File: src/rtl/hex_display_pkg.sv
// Shared constants for the hex display controller: segment table, blank pattern
// and handshake FSM state encoding.
package hex_display_pkg;

  localparam logic [6:0] SEG_BLANK = 7'b1111111;

  // Active-low a..g patterns, index 15 (F) first so SEG_TABLE[n] decodes nibble n.
  localparam logic [15:0][6:0] SEG_TABLE = {
    7'b0111000, 7'b0110000, 7'b1000010, 7'b0110001,
    7'b1100000, 7'b0001000, 7'b0000100, 7'b0000000,
    7'b0001111, 7'b0100000, 7'b0100100, 7'b1001100,
    7'b0000110, 7'b0010010, 7'b1001111, 7'b0000001
  };

  typedef enum logic [0:0] {
    ST_IDLE   = 1'b0,
    ST_COMMIT = 1'b1
  } state_e;

endpackage

File: src/rtl/hex_display_ctrl_seg7_hex_decoder.sv
// Combinational nibble to active-low seven-segment decoder with a blank override.
module seg7_hex_decoder
  import hex_display_pkg::*;
(
  input  logic [3:0] value,
  input  logic       blank,
  output logic [6:0] seg
);

  always_comb begin
    seg = blank ? SEG_BLANK : SEG_TABLE[value];
  end

endmodule

File: src/rtl/hex_display_ctrl.sv
// Multi-digit hex seven-segment controller: valid/ready value capture, leading-zero
// suppression, per-digit blink, and either static or time-multiplexed scan outputs.
module hex_display_ctrl
  import hex_display_pkg::*;
#(
  parameter int DIGITS    = 4,
  parameter int BLINK_DIV = 25_000_000,
  parameter int SCAN_DIV  = 50_000,
  parameter int SCAN_MODE = 0
) (
  input  logic                  CLOCK_50,
  input  logic                  rst_n,
  input  logic                  in_valid,
  output logic                  in_ready,
  input  logic [4*DIGITS-1:0]   in_value,
  input  logic                  in_lz_blank,
  input  logic [DIGITS-1:0]     in_blink_mask,
  output logic [7*DIGITS-1:0]   hex_out,
  output logic [6:0]            scan_seg,
  output logic [DIGITS-1:0]     scan_an
);

  localparam int BW = (BLINK_DIV > 1) ? $clog2(BLINK_DIV) : 1;
  localparam int SW = (SCAN_DIV > 1) ? $clog2(SCAN_DIV) : 1;
  localparam int IW = (DIGITS > 1) ? $clog2(DIGITS) : 1;
  localparam logic [BW-1:0] BLINK_LAST = BW'(BLINK_DIV - 1);
  localparam logic [SW-1:0] SCAN_LAST  = SW'(SCAN_DIV - 1);
  localparam logic [IW-1:0] IDX_LAST   = IW'(DIGITS - 1);

  // Handshake: a value transfers on a rising edge where in_valid && in_ready;
  // in_ready is high only in IDLE, and in_valid seen during COMMIT is ignored.
  state_e                state_q, state_d;
  logic [4*DIGITS-1:0]   shadow_value_q, shadow_value_d;
  logic                  shadow_lz_q, shadow_lz_d;
  logic [DIGITS-1:0]     shadow_mask_q, shadow_mask_d;
  logic [4*DIGITS-1:0]   disp_value_q, disp_value_d;
  logic                  disp_lz_q, disp_lz_d;
  logic [DIGITS-1:0]     disp_mask_q, disp_mask_d;
  logic                  blank_all_q, blank_all_d;
  logic [BW-1:0]         blink_cnt_q, blink_cnt_d;
  logic                  blink_phase_q, blink_phase_d;
  logic [SW-1:0]         scan_cnt_q, scan_cnt_d;
  logic [IW-1:0]         digit_idx_q, digit_idx_d;
  logic [7*DIGITS-1:0]   hex_out_q, hex_out_d;
  logic [6:0]            scan_seg_q, scan_seg_d;
  logic [DIGITS-1:0]     scan_an_q, scan_an_d;

  logic                  blink_wrap;
  logic                  scan_tick;
  logic                  commit_ok;
  logic                  lz_run;
  logic [DIGITS-1:0]     dig_blank;

  assign in_ready = (state_q == ST_IDLE);
  assign hex_out  = hex_out_q;
  assign scan_seg = scan_seg_q;
  assign scan_an  = scan_an_q;

  always_comb begin
    blink_wrap    = (blink_cnt_q == BLINK_LAST);
    blink_cnt_d   = blink_wrap ? '0 : blink_cnt_q + 1'b1;
    blink_phase_d = blink_phase_q ^ blink_wrap;
    scan_tick     = (scan_cnt_q == SCAN_LAST);
    scan_cnt_d    = scan_tick ? '0 : scan_cnt_q + 1'b1;
    digit_idx_d   = digit_idx_q;
    if (scan_tick) begin
      digit_idx_d = (digit_idx_q == IDX_LAST) ? '0 : digit_idx_q + 1'b1;
    end
    // Scan mode only swaps the display at the end of a frame so digits never tear.
    commit_ok = (SCAN_MODE == 0) ? 1'b1 : (scan_tick && (digit_idx_q == IDX_LAST));
  end

  always_comb begin
    state_d        = state_q;
    shadow_value_d = shadow_value_q;
    shadow_lz_d    = shadow_lz_q;
    shadow_mask_d  = shadow_mask_q;
    disp_value_d   = disp_value_q;
    disp_lz_d      = disp_lz_q;
    disp_mask_d    = disp_mask_q;
    blank_all_d    = blank_all_q;
    case (state_q)
      ST_IDLE: begin
        if (in_valid) begin
          shadow_value_d = in_value;
          shadow_lz_d    = in_lz_blank;
          shadow_mask_d  = in_blink_mask;
          state_d        = ST_COMMIT;
        end
      end
      ST_COMMIT: begin
        if (commit_ok) begin
          disp_value_d = shadow_value_q;
          disp_lz_d    = shadow_lz_q;
          disp_mask_d  = shadow_mask_q;
          blank_all_d  = 1'b0;
          state_d      = ST_IDLE;
        end
      end
      default: state_d = ST_IDLE;
    endcase
  end

  // Leading zeros blank from the top digit down until the first non-zero; digit 0 always shows.
  always_comb begin
    lz_run    = disp_lz_q;
    dig_blank = '0;
    for (int i = DIGITS - 1; i >= 0; i--) begin
      dig_blank[i] = blank_all_q | (disp_mask_q[i] & blink_phase_q);
      if ((i != 0) && lz_run && (disp_value_q[4*i +: 4] == 4'h0)) begin
        dig_blank[i] = 1'b1;
      end else begin
        lz_run = 1'b0;
      end
    end
  end

  if (SCAN_MODE == 0) begin : g_static
    logic [7*DIGITS-1:0] seg_all;
    for (genvar g = 0; g < DIGITS; g++) begin : g_dec
      seg7_hex_decoder u_dec (
        .value (disp_value_q[4*g +: 4]),
        .blank (dig_blank[g]),
        .seg   (seg_all[7*g +: 7])
      );
    end
    always_comb begin
      hex_out_d  = seg_all;
      scan_seg_d = SEG_BLANK;
      scan_an_d  = '1;
    end
  end else begin : g_scan
    logic [3:0] sel_value;
    logic       sel_blank;
    logic [6:0] sel_seg;
    always_comb begin
      sel_value = 4'h0;
      sel_blank = 1'b1;
      scan_an_d = '1;
      for (int i = 0; i < DIGITS; i++) begin
        if (digit_idx_q == IW'(i)) begin
          sel_value    = disp_value_q[4*i +: 4];
          sel_blank    = dig_blank[i];
          scan_an_d[i] = blank_all_q;
        end
      end
    end
    seg7_hex_decoder u_dec (
      .value (sel_value),
      .blank (sel_blank),
      .seg   (sel_seg)
    );
    always_comb begin
      hex_out_d  = '1;
      scan_seg_d = sel_seg;
    end
  end

  always_ff @(posedge CLOCK_50 or negedge rst_n) begin
    if (!rst_n) begin
      state_q        <= ST_IDLE;
      shadow_value_q <= '0;
      shadow_lz_q    <= 1'b0;
      shadow_mask_q  <= '0;
      disp_value_q   <= '0;
      disp_lz_q      <= 1'b0;
      disp_mask_q    <= '0;
      blank_all_q    <= 1'b1;
      blink_cnt_q    <= '0;
      blink_phase_q  <= 1'b0;
      scan_cnt_q     <= '0;
      digit_idx_q    <= '0;
      hex_out_q      <= '1;
      scan_seg_q     <= '1;
      scan_an_q      <= '1;
    end else begin
      state_q        <= state_d;
      shadow_value_q <= shadow_value_d;
      shadow_lz_q    <= shadow_lz_d;
      shadow_mask_q  <= shadow_mask_d;
      disp_value_q   <= disp_value_d;
      disp_lz_q      <= disp_lz_d;
      disp_mask_q    <= disp_mask_d;
      blank_all_q    <= blank_all_d;
      blink_cnt_q    <= blink_cnt_d;
      blink_phase_q  <= blink_phase_d;
      scan_cnt_q     <= scan_cnt_d;
      digit_idx_q    <= digit_idx_d;
      hex_out_q      <= hex_out_d;
      scan_seg_q     <= scan_seg_d;
      scan_an_q      <= scan_an_d;
    end
  end

endmodule

File: config.mk
export PLATFORM = sky130hd
export DESIGN_NAME = hex_display_ctrl
export DESIGN_NICKNAME = d
export VERILOG_FILES = /design/src/rtl/hex_display_pkg.sv /design/src/rtl/hex_display_ctrl_seg7_hex_decoder.sv /design/src/rtl/hex_display_ctrl.sv
export SDC_FILE = /design/constraint.sdc
export NUM_CORES = 1
export LEC_CHECK = 0
export BUFFER_PORTS_ARGS = -buffer_cell sky130_fd_sc_hd__buf_2
export CAP_MARGIN = 20
export CORE_MARGIN = 2
export CORE_UTILIZATION = 30
export CTS_CLUSTER_SIZE = 16
export DETAILED_ROUTE_END_ITERATION = 6
export PLACE_DENSITY = 0.45
export SETUP_SLACK_MARGIN = 0.3
export SYNTH_ARGS = -nofsm -noshare
export SYNTH_HDL_FRONTEND = slang
export SYNTH_SLANG_ARGS = --single-unit
File: constraint.sdc
create_clock -name CLOCK_50 -period 2.7 [get_ports CLOCK_50]
set_clock_uncertainty 0.1 [all_clocks]
set_input_delay 0 -clock CLOCK_50 [delete_from_list [all_inputs] [get_ports CLOCK_50]]
set_output_delay 0 -clock CLOCK_50 [all_outputs]
set_load 0.03 [all_outputs]
After elaboration in Yosys (flattened, before gate mapping)
Memories as Yosys holds them, arrays and structs flattened. Index checks and enable logic that the tools add are counted.

Add/subtract/negate cells: 1. Eq/ne operators: 1. Muxes and demuxes: 16. Bitwise logic cells: 10. Order comparisons: 4. Reductions and logical operators: 7.

Operators with widths (count): 7-bit 2-to-1 mux (8); 25-bit by 1-bit adder with 25-bit output (second input constant) (1); 25-bit equality test (second input constant) (1); 25-bit 2-to-1 mux (1); 4-bit by 5-bit less-than comparator with 1-bit output (second input constant) (4); 4-bit logical NOT (3); 1-bit 2-to-1 mux (6); 1-bit AND (4); 1-bit bitwise OR (4); 1-bit logical AND (3); 1-bit case mux with 2 select lines (1); 2-bit AND reduction (1); 1-bit NOT (1); 1-bit bitwise XOR (1).

Flip-flop bits (word level): 98. Logic and storage cells: 54. Output and inout port bits: 40. Bits in read-only memories: 448. Memories: 4.

Memories: (no name shown) (words 16, width 7, rd ports 1, clocked after memory_dff 0, wr ports 0, RTL line hex_display_ctrl_seg7_hex_decoder.sv:11) `seg = blank ? SEG_BLANK : SEG_TABLE[value];`; (no name shown) (words 16, width 7, rd ports 1, clocked after memory_dff 0, wr ports 0, RTL line hex_display_ctrl_seg7_hex_decoder.sv:11); (no name shown) (words 16, width 7, rd ports 1, clocked after memory_dff 0, wr ports 0, RTL line hex_display_ctrl_seg7_hex_decoder.sv:11); (no name shown) (words 16, width 7, rd ports 1, clocked after memory_dff 0, wr ports 0, RTL line hex_display_ctrl_seg7_hex_decoder.sv:11).

Longest topological paths before layout
Word-level depth: 8. Gate-level depth with buffers: 6. Gate-level depth less buffers: 6.

By module
Synthesis repeated with hierarchy kept, for this count alone.

Cells, all modules: 417. Area, all modules: 4991.0 µm².

By module, submodules not included: hex_display_ctrl (times used 1, cells each 273, sequential area each 2488.6 µm², area each 3814.9 µm²); seg7_hex_decoder (times used 4, cells each 36, sequential area each 0.0 µm², area each 294.0 µm²).

Least setup slack after synthesis
No wires, ideal clock.

Path type: reg-to-reg. Start: reg disp_value_q[12]. End: reg hex_out_q[10] (netlist: hex_out[10]). Slack: 790 ps. Period minus slack after synthesis: 1910 ps. Data arrival time: 1692 ps. Setup time: 119 ps. Cell stages (with the launch flop): 7. Cell sequence: dfrtp_1 > inv_1 > ha_1 > nor4bb_1 > and3_1 > a221oi_1 > o211ai_1.

Longest elaborated chain between the ends: 8.

Ends and longest elaborated chain: start, declared (RTL line hex_display_ctrl.sv:36) `logic [4*DIGITS-1:0] disp_value_q, disp_value_d;`; start signal, assigned (RTL line hex_display_ctrl.sv:181) `disp_value_q <= disp_value_d;`; 4-bit logical NOT * (RTL line hex_display_ctrl.sv:110) `if ((i != 0) && lz_run && (disp_value_q[4*i +: 4] == 4'h0)) begin`; 1-bit logical AND * (RTL line hex_display_ctrl.sv:110); 1-bit 2-to-1 mux * (RTL line hex_display_ctrl.sv:110); 1-bit logical AND (RTL line hex_display_ctrl.sv:110); 1-bit 2-to-1 mux * (RTL line hex_display_ctrl.sv:110); 1-bit logical AND * (RTL line hex_display_ctrl.sv:110); 1-bit 2-to-1 mux * (RTL line hex_display_ctrl.sv:110); 7-bit 2-to-1 mux * (RTL line hex_display_ctrl_seg7_hex_decoder.sv:11); named net g_static.g_dec[1].u_dec.seg[3] (RTL line hex_display_ctrl_seg7_hex_decoder.sv:7) `output logic [6:0] seg`; end signal, assigned (RTL line hex_display_ctrl.sv:189) `hex_out_q <= hex_out_d;`; end, declared (RTL line hex_display_ctrl.sv:44) `logic [7*DIGITS-1:0] hex_out_q, hex_out_d;`.

The timed path passes the listed nets; every way through them passes the cells marked *. A chain may end at the register's enable or synchronous reset.

Final worst setup path
Start: reg disp_value_q[12]. End: reg hex_out_q[21] (netlist: hex_out[21]).

Longest elaborated chain between the ends: 4.

Ends and longest elaborated chain (RTL line): branches (longest 3 deep; another with memory 16 x 7 bit); 7-bit 2-to-1 mux * (hex_display_ctrl_seg7_hex_decoder.sv:11); named net g_static.g_dec[3].u_dec.seg[0] (hex_display_ctrl_seg7_hex_decoder.sv:7).

Mark *: on every way through the listed nets, which the timed path passes. The select of a mux whose other input is x is not followed.

==> impl_metrics.tcl <==
set metrics [dict create \
    synth-edff-count 0 \
    min-delay-start "in_valid" \
    cts_tree "built" \
    clockBufferDepth 2 \
    path_class "flop to flop" \
    grt_pass1_wl_um 15900 \
    grt_pass1_vias 3180 \
    cts_buffers 9 \
    overflow 0 \
    path_clk_slew_ns 0.07 \
    port_buffers 52 \
    max_freq_mhz 484 \
    holdWs_ns 0.0866 \
    globalplace.congestion 0.809 \
    rrSetupSlack_ns 0.63 \
    viasPerCell 4.62 \
    ys_seq_elements 98 \
    drive_above_1_share_pct 29.5 \
    cts-htree-levels 3 \
    final_nets 541 \
    synth_top_area_cell "dfrtp_1" \
    num_antenna_cells 0 \
    reg2reg_depth 5 \
    crit-reg2reg-launch "disp_value_q[12]$_DFFE_PN0P_" \
    fillers 1548 \
    syn2layout_area_growth_pct 21.1 \
    io_pins 64 \
    dieHeight_um 130 \
    slew_viol_final 0 \
    report.final.hold_viol_count 0 \
    crit_path_start_kind "flop" \
    tns_ns 0 \
    r2r-end "hex_out[21]$_DFF_PN1_" \
    whs_path_depth 3 \
    ys_types 43 \
    dr_total_vias 3278 \
    worstPathMaxFanout 7 \
    fin_area_um2 5730 \
    drc 0 \
    grt_max_degree 61 \
    wl_um 9690 \
    post_dp_cell_area_um2 5200 \
    root_buffer "clkbuf_16" \
    grtUsageTotal_pct 12.2 \
    fin_crit_ns 2.07 \
    dieArea_um2 16800 \
    start_util_pct 30.9 \
    powerDensity_nw_per_um2 793 \
    hold_path_class "input pin to flop" \
    synth.area.top_cells "dfrtp_1 (36%), dfstp_2 (16%), mux2_2 (8.3%)" \
    drtPass1Iterations 7 \
    ir_drop_v 0.000433 \
    tightest_slew_ns 0.795 \
    postSynthCellCount 422 \
    synth_top_area_share_pct 36.5 \
    synth_ff_type "dfrtp_1" \
    wl_per_cell_um 13.6 \
    setup-violations-final 0 \
    yosys_warnings 0 \
    slew-limit-headroom_pct 46.7 \
    critical_path_required_ns 2.82 \
    worstPathArrival_ns 2.19 \
    whs_endpoint "state_q$_DFF_PN0_" \
    cts_sinks 98 \
    final_cell_mix "dfrtp_1 (69), buf_2 (51), nand2_1 (37)" \
    period_share_pct 76.5 \
    endpoint_kind "flop" \
    synthesis.area_um2 4730 \
    core-area_um2 15300 \
    p_leak_uw 0.00250 \
    insertion_delay_ns 0.35 \
    antenna_found_initial 0 \
    ant_nets 0 \
    syn_avg_cell_area_um2 11.2 \
    status "complete, no violations" \
    ys_seq_area_share_pct 52.6 \
    die_x_um 130 \
    drt_iter0_drc 179 \
    rows 45 \
    max_cap_violations 0 \
    postSynth.asyncResetShare_pct 100 \
    layout_commonest_cell "dfrtp_1" \
    rsz0062_at_grt "false" \
    hpwl_um 6530 \
]
flip-flops by register name, summed over array words and instances, names as in the netlist:
signal,cells
disp_mask_q,4
hex_out,28
shadow_value_q,16
shadow_lz_q,1
shadow_mask_q,4
blink_cnt_q,25
disp_value_q,16
blank_all_q,1
disp_lz_q,1
state_q,1
blink_phase_q,1
area by class of cell:
type | count | area (um^2) | area share, %
Sequential cell | 98 | 2490 | 43.4
Clock buffer | 12 | 256 | 4.48
Multi-Input combinational cell | 290 | 2070 | 36.1
Tap cell | 211 | 264 | 4.61
Inverter | 14 | 52.6 | 0.917
Timing Repair Buffer | 81 | 548 | 9.56
Clock inverter | 4 | 50.0 | 0.873
per-layer routing:
layer,up-vias,track usage (%),routed length (um)
met5,-,0,0
met4,0,7.59,313
met3,19,2.15,343
met2,65,18.3,4410
met1,1577,16.5,4620
li1,1617,-,-
cells in the mapped netlist (3+ instances only):
library cell	n
a211oi_1	3
a21oi_1	15
and3_1	5
and4_1	3
buf_4	11
clkbuf_1	16
dfrtp_1	69
dfstp_2	29
ha_1	23
inv_1	14
mux2_2	35
nand2_1	37
nand2b_1	7
nand3_1	15
nand3b_1	3
nand4_1	5
nor2_1	14
nor2b_1	10
o211ai_1	27
o21a_1	6
o21ai_0	21
o311ai_0	3
o31ai_1	5
or2_2	3
or3_1	4
or4_1	4
xor2_1	13
worst max path at each step:
stage,from,endpoint,slack [ns],depth (start not counted)
after global routing,disp_value_q[12]$_DFFE_PN0P_,hex_out[21]$_DFF_PN1_,0.38,5
after global placement,disp_value_q[13]$_DFFE_PN0P_,hex_out[18]$_DFF_PN1_,0.57,6
after floorplan,disp_value_q[12]$_DFFE_PN0P_,hex_out[10]$_DFF_PN1_,0.79,6
after detailed placement,disp_value_q[12]$_DFFE_PN0P_,hex_out[17]$_DFF_PN1_,0.43,6
after CTS,disp_value_q[12]$_DFFE_PN0P_,hex_out[18]$_DFF_PN1_,0.40,6
final,disp_value_q[12]$_DFFE_PN0P_,hex_out[21]$_DFF_PN1_,0.63,5
worst max-delay path, stage by stage, from the launching register on:
cell	delay, ns
dfrtp_1	0.39
inv_1	0.13
ha_1	0.26
nor4bb_1	0.16
a211oi_1	0.68
o211ai_1	0.22
power by group:
part / switching [uW] / internal [uW]
Clock: 557 / 768
Sequential: 196 / 1840
Combinational: 728 / 451
Total: 1480 / 3060
stage by stage:
| step | worst slack (ns) | utilization, % | instances | power (uW) |
|---|---|---|---|---|
| 2_1_floorplan | 0.790 | - | 432 | 2910 |
| 3_3_place_gp | 0.566 | 33.9 | 672 | 3230 |
| 3_5_place_dp | 0.433 | 33.9 | 672 | 3240 |
| 4_1_cts | 0.397 | 37.4 | 710 | 4620 |
| 5_1_grt | 0.384 | 37.4 | 710 | 4820 |
| 6_report | 0.635 | 37.4 | 710 | 4540 |
cell families (layout without fill, tap and decap cells):
kind of cell | Yosys count | after routing | synth area share, %
AO/OA/AOI/OAI | 83 | 83 | 11.4
XOR/XNOR | 15 | 15 | 2.78
adder cells (fa/ha/maj) | 23 | 23 | 6.08
buffers and inverters | 44 | 111 | 4.58
flip-flops | 98 | 98 | 52.6
multiplexers | 35 | 35 | 8.33
other | 1 | 11 | 0.0793
AND/OR/NAND/NOR | 123 | 123 | 14.1
what timing repair did:
item / CTS / global route
hold buffers: 22 / 0
resized for setup: 0 / 1
buffers inserted: 0 / 0
endpoints found under the hold margin: 61 / 0
setup endpoints to repair: 0 / 6
No activity file was read; power rests on OpenSTA's default activity.
